**src/rtl/instr_fetch.sv**
```systemverilog
// instr_fetch: sequential instruction prefetcher.
// It issues one memory read per cycle while prefetch credit remains.
// Responses are buffered in a DEPTH-entry circular queue for the CPU stage.
// A redirect flushes the queue and restarts fetch at the new address.
// Responses from requests issued before a redirect are discarded using an epoch tag.
// Optional feature: define FETCH_STALL_CNT_EN to add the stall_cycles starvation counter.
module instr_fetch #(
    parameter int unsigned DEPTH    = 4,
    parameter logic [31:0] RESET_PC = 32'h0000_0000
) (
    input  logic        clk,
    input  logic        rst,
    output logic        imem_req,
    output logic [31:0] imem_addr,
    input  logic [31:0] imem_rdata,
    input  logic        redirect_valid,
    input  logic [31:0] redirect_pc,
    output logic        out_valid,
    output logic [31:0] out_instr,
    output logic [31:0] out_pc,
    input  logic        out_ready
`ifdef FETCH_STALL_CNT_EN
    ,
    output logic [15:0] stall_cycles
`endif
);

    localparam int unsigned      PTR_W   = $clog2(DEPTH);
    localparam logic [PTR_W+1:0] DEPTH_W = (PTR_W + 2)'(DEPTH);

    logic [31:0]    fetch_pc;
    logic           inflight;
    logic           inflight_epoch;
    logic [31:0]    inflight_pc;
    logic           epoch;
    logic [PTR_W:0] head;
    logic [PTR_W:0] tail;
    logic [31:0]    mem_instr [DEPTH];
    logic [31:0]    mem_pc    [DEPTH];

    logic           empty;
    logic           full;
    logic [PTR_W:0] count;
    logic [PTR_W+1:0] credit_used;
    logic           issue;
    logic           do_push;
    logic           do_pop;

    // Word alignment drops the low address bits of the redirect target.
    logic unused_redirect_lsbs;
    assign unused_redirect_lsbs = ^redirect_pc[1:0];

    // The low bits index the queue. The extra MSB is the wrap bit.
    assign empty = (head == tail);
    assign full  = (head[PTR_W-1:0] == tail[PTR_W-1:0]) && (head[PTR_W] != tail[PTR_W]);
    assign count = tail - head;
    assign credit_used = {1'b0, count} + (PTR_W + 2)'(inflight);

    // Decode the events of this cycle. A redirect suppresses issue, push and pop.
    always_comb begin
        // NOTE: every output of this block gets a default first, so no path leaves one unassigned and no latch is inferred.
        issue   = 1'b0;
        do_push = 1'b0;
        do_pop  = 1'b0;
        if (!rst && !redirect_valid) begin
            issue   = (credit_used < DEPTH_W);
            do_push = inflight && (inflight_epoch == epoch);
            do_pop  = out_valid && out_ready;
        end
    end

    assign imem_req  = issue;
    assign imem_addr = rst ? RESET_PC : fetch_pc;
    assign out_valid = !rst && !empty;
    assign out_instr = out_valid ? mem_instr[head[PTR_W-1:0]] : 32'h0;
    assign out_pc    = out_valid ? mem_pc[head[PTR_W-1:0]]    : 32'h0;

    // Control state: fetch address, in-flight tracking, epoch, queue pointers.
    always_ff @(posedge clk) begin
        // NOTE: non-blocking assignments here so every register updates from the same pre-edge values.
        if (rst) begin
            fetch_pc       <= RESET_PC;
            inflight       <= 1'b0;
            inflight_epoch <= 1'b0;
            inflight_pc    <= 32'h0;
            epoch          <= 1'b0;
            head           <= '0;
            tail           <= '0;
        end else begin
            inflight       <= issue;
            inflight_epoch <= epoch;
            if (redirect_valid) begin
                fetch_pc <= {redirect_pc[31:2], 2'b00};
                epoch    <= ~epoch;
                head     <= '0;
                tail     <= '0;
            end else begin
                if (issue) begin
                    fetch_pc    <= fetch_pc + 32'd4;
                    inflight_pc <= fetch_pc;
                end
                if (do_push) tail <= tail + 1'b1;
                if (do_pop)  head <= head + 1'b1;
            end
        end
    end

    // Queue storage: capture each accepted response, tagged with its request address.
    always_ff @(posedge clk) begin
        // NOTE: the storage array has no reset. The pointers define which entries are valid, and out_* are masked while the queue is empty.
        if (do_push) begin
            mem_instr[tail[PTR_W-1:0]] <= imem_rdata;
            mem_pc[tail[PTR_W-1:0]]    <= inflight_pc;
        end
    end

    // The credit rule must never allow a push into a full queue.
    push_not_full_a: assert property (@(posedge clk) disable iff (rst) !(do_push && full));

`ifdef FETCH_STALL_CNT_EN
    // Count cycles in which the CPU stage is ready but has nothing to take. The count saturates.
    always_ff @(posedge clk) begin
        if (rst) begin
            stall_cycles <= 16'h0;
        end else if (out_ready && !out_valid && (stall_cycles != 16'hFFFF)) begin
            stall_cycles <= stall_cycles + 16'd1;
        end
    end
`endif

endmodule

```
**config.mk**
```make
export PLATFORM = sky130hd
export DESIGN_NAME = instr_fetch
export DESIGN_NICKNAME = d
export VERILOG_FILES = /design/src/rtl/instr_fetch.sv
export SDC_FILE = /design/constraint.sdc
export NUM_CORES = 1
export LEC_CHECK = 0
export CORE_UTILIZATION = 55
export CTS_BUF_LIST = sky130_fd_sc_hd__clkbuf_4 sky130_fd_sc_hd__clkbuf_8 sky130_fd_sc_hd__clkbuf_16
export DETAILED_ROUTE_END_ITERATION = 7
export GPL_ROUTABILITY_DRIVEN = 0
export PLACE_DENSITY = 0.79
export SLEW_MARGIN = 15
export SYNTH_ARGS = -nofsm -noshare
export SYNTH_HDL_FRONTEND = slang
export SYNTH_SLANG_ARGS = --single-unit
```
**constraint.sdc**
```tcl
create_clock -name clk -period 3.9 [get_ports clk]
set_input_delay 0.78 -clock clk [delete_from_list [all_inputs] [get_ports clk]]
set_output_delay 0.78 -clock clk [all_outputs]
set_load 0.01 [all_outputs]
```
==> Word level (Yosys, flattened, before mapping) <==
Memories as Yosys holds them, arrays and structs flattened. A register that Yosys moved wholly into a read port is not among the register bits.
Index checks and enable logic that the tools add are counted.
{ "totals": {"regBits": 73, "mem_bits_rw": 256, "inputBits": 68, "out_inout_bits": 98, "wordCells": 44, "mem_count": 2} }
{ "mem_list": {"columns": ["name", "words", "width", "read_ports", "rd_clocked_by_memory_dff", "write_ports", "line", "source"], "rows": [
  ["mem_instr", 4, 32, 1, 1, 1, "38", "logic [31:0] mem_instr [DEPTH];"],
  ["mem_pc", 4, 32, 1, 1, 1, "39", "logic [31:0] mem_pc [DEPTH];"]
]} }
{ "classes": {"add_sub_neg": 5, "n_lt_le_gt_ge": 1, "n_eq_ne": 2, "muxes": 14, "bitwise": 2, "reduce_logical": 10} }
{ "op_table": {"columns": ["cell", "count"], "rows": [
  ["32-bit two-way mux", 5],
  ["32-bit by 3-bit adder with 32-bit output (second input constant)", 1],
  ["2-bit two-way mux", 4],
  ["3-bit by 1-bit adder with 3-bit output (second input constant)", 2],
  ["1-bit two-way mux", 5],
  ["3-bit by 1-bit adder with 4-bit output", 1],
  ["1-bit logical AND", 4],
  ["4-bit by 3-bit less-than comparator with 1-bit output (second input constant)", 1],
  ["3-bit equality test", 1],
  ["1-bit zero test", 3],
  ["3-bit subtractor", 1],
  ["1-bit inverter", 2],
  ["2-bit AND reduction", 1],
  ["2-bit nonzero test", 1],
  ["2-bit OR reduction", 1],
  ["1-bit equality test", 1]
]} }

==> Longest topological paths before layout <==
Gate-level depths: netlist (run 1).
{ "logic_depth": {"depth_word": 7, "depth_mapped": 10} }

==> Least setup slack after synthesis (run 1) <==
Ideal clock, no wire load.
{ "synth_timing": {"path_type": "input to register", "start": "input port redirect_valid", "end": "memory mem_instr[3][0], enable pin", "arrival_ns": 2.839, "required_time_ns": 3.472, "path_slack_ns": 0.633, "stages": 3, "cell_sequence": "buf_2 > nor3b_1 > and3_1"} }
{ "synth_via": {"elab_chain_cells": 5} }
{ "synth_rtl": {"columns": ["item", "line", "source"], "rows": [
  ["start, declared", "16", "input logic redirect_valid,"],
  ["1-bit zero test", "65", "if (!rst && !redirect_valid) begin"],
  ["1-bit logical AND", "65", null],
  ["1-bit two-way mux", "65", null],
  ["1-bit two-way mux", "111", "if (do_push) begin"],
  ["1-bit two-way mux (implied by the code)", "112", "mem_instr[tail[PTR_W-1:0]] <= imem_rdata;"],
  ["end, declared", "38", null]
]} }
Every way passes these cells.

==> Worst setup path after layout (run 1) <==
{ "layout_timing": {"start": "register tail[0]", "end": "output port out_instr[28]"} }
{ "layout_via": {"elab_chain_cells": 4} }
{ "layout_rtl": {"columns": ["item", "line", "source"], "rows": [
  ["start, declared", "37", "logic [PTR_W:0] tail;"],
  ["start signal, assigned", "102", "if (do_push) tail <= tail + 1'b1;"],
  ["3-bit equality test", "54", "assign empty = (head == tail);"],
  ["1-bit zero test", "74", "assign out_valid = !rst && !empty;"],
  ["1-bit logical AND", "74", null],
  ["32-bit two-way mux", "75", "assign out_instr = out_valid ? mem_instr[head[PTR_W-1:0]] : 32'h0;"],
  ["end, declared", "19", "output logic [31:0] out_instr,"]
]} }
Every way passes these cells.

==> reports/metrics.yaml, run 1 <==
status: "completed"
slowest_delay_ns: 0.51
route.vias.total: 7560
cp_num_buf_inv: 3
path_clk_slew_ns: 0.06
tightest_slew_ns: 0.696
drt_first_iter_violations: 529
rows: 56
slew_violations: 0
clock_sink_count: 319
grt_antenna_before_repair: 0
synth_compound_area_share_pct: 3.47
maxCapViolations: 0
grt_start_max_net_pins: 54
hp-class: "reg -> reg"
cts-root-buf: "clkbuf_16"
die_y_um: 156
post-cts-setup-buffers: 0
port_buffers: 159
synth_xor_area_share_pct: 1.23
avgRoutedWirePerCell_um: 19.5
cts_max_level: 1
hold_buffers: 0
ys_seq_area_share_pct: 67.6
start_util_pct: 56.1
areaGrowthSynthToFinish_pct: 23.6
netlist_instances: 837
crit_path_max_fanout: 14
worstPathArrival_ns: 2.92
start_kind: "flop"
critical_path_class: "reg -> out"
numCtsBuffers: 30
timing.slew.headroom_pct: 53.5
power_density_nw_per_um2: 434
fin_util_pct: 69.3
timing.final.crit_share_pct: 94.8
detailedPlace.worstSlack_ns: 0.371
nets: 1076
grt_pass1_wl_um: 40900
synth_top_family_by_area: "multiplexers"
worst_slack_ns: 0.202
synth-adder-area-share_pct: 0.915
routed_via_density: 5.64
leakage_nw: 5.46
period_minus_slack_ns: 3.70
core_um2: 23400
synthDistinctLibCells: 51
ant_nets: 0
synth-seq-cells: 319
cts_tree: "yes"
crit_family: "buffers and inverters"
num_antenna_cells: 0
setup_viol_count_final: 0
insertion_delay_ns: 0.54
syn_avg_cell_area_um2: 15.7
synth-simple-area-share_pct: 11.3
design_area_um2: 16200
io_pins: 166
crit_slowest_cell: "o21bai_4"
synth-main-ff-cell: "edfxtp_1"
cts_max_path_buffers: 3
cp_cell_sequence: "inv_1 > ha_1 > nand2_1 > o21bai_4 > buf_4 > nor2b_1 > clkdlybuf4s50_1"
wirelength_um: 26100
dieArea_um2: 24500
cp.required_ns: 3.12
finalHoldViolCount: 0
critPathCaptureType: "output port"
fmax_mhz: 270
grt_pass1_vias: 7500
drc_errors: 0
fill_cells: 1566
vdd_drop_max_mv: 0.281
async_reset_ff_share_pct: 0
grt_overflow_total: 0
yosys_warnings: 0
timing.clock.skew_ns: 0.00642
drtPass1Iterations: 5
grt_setup_unrepaired: "no"
netlist_area_um2: 13100
synthMuxAreaShare_pct: 13.0
tns_ns: 0
synth_edf_count: 248
drive_above_1_share_pct: 14.9
dpl_cell_area_um2: 15200
post-dp-hpwl_um: 16400
dieWidth_um: 156
grt_usage_pct: 21.7
per-stage QoR:
stage                     power, W  hold WS, ns  cells
after detailed placement   0.00414        0.490   1285
final                      0.00703        0.501   1340
after floorplan            0.00397        0.460    840
after CTS                  0.00708        0.502   1339
after global routing       0.00724        0.518   1340
after global placement     0.00413        0.479   1285
where the power goes:
group | internal [W] | leakage [nW] | switching, W
Clock | 0.00176 | 0.507 | 0.00120
Combinational | 0.000173 | 2.02 | 0.000144
Sequential | 0.00370 | 2.94 | 0.0000584
flip-flops by register name, indices dropped and copies added, names as in the netlist, named ones only:
| signal | count |
|---|---|
| inflight_epoch | 1 |
| tail | 3 |
| head | 3 |
| inflight_pc | 30 |
| mem_instr | 128 |
| inflight | 1 |
| fetch_pc | 30 |
| mem_pc | 120 |
| epoch | 1 |
area by class of cell:
class                           instances  area [µm²]  share of cell area (%)
Inverter                               18        67.6                   0.417
Multi-Input combinational cell        448        3990                    24.6
Timing Repair Buffer                  182        1870                    11.6
Sequential cell                       319        8880                    54.7
Clock inverter                         17         196                    1.21
Clock buffer                           37         821                    5.06
Tap cell                              319         399                    2.46
cells in the mapped netlist (2+ instances only):
cell type | count | area share [%]
or3_1 | 6 | 0.29
xor2_1 | 5 | 0.33
nor3b_1 | 5 | 0.29
nor2b_1 | 95 | 4.5
buf_2 | 18 | 0.69
xnor2_1 | 8 | 0.53
nor2_1 | 71 | 2.0
o21bai_1 | 4 | 0.23
and2_1 | 4 | 0.19
o311a_1 | 2 | 0.15
o31a_1 | 6 | 0.40
nand3_1 | 9 | 0.34
nand4_1 | 12 | 0.57
dfxtp_1 | 71 | 11
a2111oi_0 | 4 | 0.27
inv_1 | 17 | 0.49
or4_1 | 3 | 0.17
o31ai_1 | 5 | 0.29
buf_4 | 4 | 0.23
a311oi_1 | 10 | 0.67
a211oi_1 | 6 | 0.34
nand2_1 | 29 | 0.83
and4_1 | 6 | 0.40
nor4_1 | 15 | 0.72
clkbuf_1 | 30 | 0.86
buf_1 | 3 | 0.086
o21ai_0 | 5 | 0.19
a2111oi_1 | 6 | 0.46
mux4_2 | 62 | 11
and3_1 | 8 | 0.38
edfxtp_1 | 248 | 57
ha_1 | 8 | 0.76
nor3_1 | 3 | 0.11
mux2i_1 | 31 | 2.4
a2111oi_2 | 2 | 0.23
path summary, 6_finish.rpt:
path	from	end	slack (ns)	cells after the start
max	tail[0]	out_instr[28]	0.20	7
max reg2reg	tail[0]	fetch_pc[31]	1.05	7
min	inflight_pc[8]	mem_pc[2][8]	0.50	0
min reg2reg	inflight_pc[8]	mem_pc[2][8]	0.50	0
per-layer routing:
metal / track usage, % / vias up / wire length [µm]
met5: 0 / - / 0
met4: 6.30 / 0 / 569
met3: 3.32 / 37 / 1600
met2: 35.4 / 289 / 12600
met1: 30.6 / 3714 / 11300
li1: - / 3520 / -
layout by cell type (no fill, tap or decap), types with 12 or more instances in the layout:
cell type and count:
buf_4 14, clkbuf_16 31, clkdlybuf4s50_1 157, dfxtp_1 68
edfxtp_1 248, inv_1 17, mux2i_1 31, mux4_2 62
nand2_1 29, nand4_1 12, nor2_1 71, nor2b_1 95
nor4_1 15
what timing repair did:
action                     4_1_cts  5_1_grt
cloned                           0        1
hold endpoints to repair         0        0
setup endpoints to repair        1       14
resized for setup                1        1
pin swaps                        0        1
logic make-up after synthesis:
kind of cell | Yosys count
compound gates | 54
flops | 319
other cells | 1
mux | 93
buf+inv | 74
simple gates | 272
xor+xnor | 15
fa+ha+maj | 9
No activity file was read; power rests on OpenSTA's default activity.
==> inputs of run 2 (changes only) <==
--- a/config.mk
+++ b/config.mk
@@ -9,6 +9,7 @@
 export CTS_BUF_LIST = sky130_fd_sc_hd__clkbuf_4 sky130_fd_sc_hd__clkbuf_8 sky130_fd_sc_hd__clkbuf_16
 export DETAILED_ROUTE_END_ITERATION = 7
 export GPL_ROUTABILITY_DRIVEN = 0
+export HOLD_SLACK_MARGIN = 0.15
 export PLACE_DENSITY = 0.79
 export SLEW_MARGIN = 15
 export SYNTH_ARGS = -nofsm -noshare
==> results of run 2 <==
Same layout as run 1: the final DEF is identical, and so are final timing and power.
==> inputs of run 3 (changes only) <==
==> constraint.sdc (replaced) <==
create_clock -name clk -period 3.8 [get_ports clk]
set_input_delay 0.76 -clock clk [delete_from_list [all_inputs] [get_ports clk]]
set_output_delay 0.76 -clock clk [all_outputs]
set_load 0.01 [all_outputs]
==> reports/metrics.yaml, run 3 (synthesized netlist as in run 1, its figures left out) <==
insertion_delay_ns: 0.54
route.vias.total: 7584
fill_cells: 1585
grt_pass1_wl_um: 40700
worstPathArrival_ns: 2.73
period_minus_slack_ns: 3.49
power_w: 0.00723
r2r_end: "fetch_pc[25]"
drc_errors: 0
cts_max_path_buffers: 3
post-dp-hpwl_um: 16300
grt_antenna_before_repair: 0
worstHoldEndpoint: "mem_pc[3][14]"
slew_violations: 0
grt_start_max_net_pins: 55
start_util_pct: 56.1
die_y_um: 156
core_um2: 23400
path_clk_slew_ns: 0.06
r2r_start: "tail[0]"
hold_buffers: 0
finalHoldViolCount: 0
power_density_nw_per_um2: 444
tns_ns: 0
tightest_slew_ns: 0.643
vdd_drop_max_mv: 0.299
wl_met3_um: 1500
timing.clock.skew_ns: 0.00728
routed.top_layer: "met4"
whs_path_depth: 0
fmax_mhz: 287
grt_pass1_vias: 7607
cts_max_level: 1
grt_usage_pct: 21.6
grt_overflow_total: 0
areaGrowthSynthToFinish_pct: 24.2
crit_path_max_fanout: 13
routed_via_density: 5.64
rows: 56
timing.final.crit_share_pct: 91.8
hp-class: "reg -> reg"
largest_reg_flops: 128
cp.required_ns: 3.04
numCtsBuffers: 30
critPathCaptureType: "output port"
r2r_cells: 7
io_pins: 166
setup_viol_count_final: 0
reg2reg_setup_slack_ns: 0.98
avgRoutedWirePerCell_um: 19.4
nets: 1079
timing.slew.headroom_pct: 57.0
mostFrequentLayoutCell: "edfxtp_1"
dieWidth_um: 156
drive_above_1_share_pct: 15.5
start_kind: "flop"
wl_met1_um: 11300
drtPass1Iterations: 5
num_antenna_cells: 0
wl_met2_um: 12800
leakage_nw: 5.51
grt_setup_unrepaired: "no"
cts-root-buf: "clkbuf_16"
hold_start: "inflight_pc[14]"
final_cell_mix: "edfxtp_1 (248), clkdlybuf4s50_1 (157), nor2b_1 (95), nor2_1 (71), dfxtp_1 (68)"
clock_sink_count: 319
maxCapViolations: 0
critical_path_class: "reg -> out"
cts_tree: "yes"
dieArea_um2: 24500
drt_first_iter_violations: 445
ant_nets: 0
wirelength_um: 26100
status: "completed"
port_buffers: 159
## run 3: changes by cell type in the layout (fill, tap and decap cells not counted), sizes merged
cell	change
clkbuf	+12
clkinv	-6
buf	+3
bufinv	-2
clkinvlp	-1
inv	-1
## run 3: repair_timing
action                                  in CTS  in global routing
endpoints found under the setup margin      37                 34
gates resized for setup                      1                  2
buffers inserted                             0                  3
pin swaps                                    1                  1
gates cloned                                 1                  0
## run 3: how the worst max path moves through the flow
stage	from	to	depth (start not counted)
4_1_cts	tail[0]	imem_req	8
3_5_place_dp	tail[0]	out_pc[21]	7
6_report	head[2]	out_pc[3]	6
2_1_floorplan	redirect_valid	mem_instr[3][0]	3
3_3_place_gp	tail[0]	out_pc[16]	7
5_1_grt	tail[0]	out_pc[23]	8
## run 3: routing by layer
metal | up-vias | GRT usage, %
met5 | - | 0
met2 | 253 | 35.9
met1 | 3755 | 29.9
li1 | 3539 | -
met4 | 0 | 6.30
met3 | 37 | 3.10
## run 3: critical path, cell delays in order, from the launching register on
cell and delay (ns):
dfxtp_1 0.47, xor2_1 0.53, o21bai_4 0.14, buf_12 0.18
buf_4 0.16, nor2b_1 0.14, clkdlybuf4s50_1 0.57
## run 3: stage by stage
stage	hold WS (ns)	setup WS [ns]	cell area (µm²)	utilization, %	instances
6_report	0.507	0.313	16300	69.7	1345
3_3_place_gp	0.478	0.479	15200	65.0	1285
4_1_cts	0.505	0.0174	16300	69.5	1342
2_1_floorplan	0.460	0.553	13100	-	840
5_1_grt	0.523	0.188	16300	69.7	1345
3_5_place_dp	0.496	0.400	15200	65.0	1285
## run 3: cell type report
cell class / instances / area, µm² / area share (%)
Clock buffer: 49 / 960 / 5.89
Tap cell: 319 / 399 / 2.45
Multi-Input combinational cell: 448 / 3990 / 24.5
Sequential cell: 319 / 8880 / 54.5
Timing Repair Buffer: 185 / 1920 / 11.8
Clock inverter: 7 / 83.8 / 0.514
Inverter: 18 / 67.6 / 0.414
## run 3: where the power goes
group / total [W] / switching [W] / internal, W
registers: 0.00386 / 0.0000614 / 0.00380
logic: 0.000326 / 0.000146 / 0.000180
clock network: 0.00305 / 0.00119 / 0.00186
total: 0.00723 / 0.00140 / 0.00583
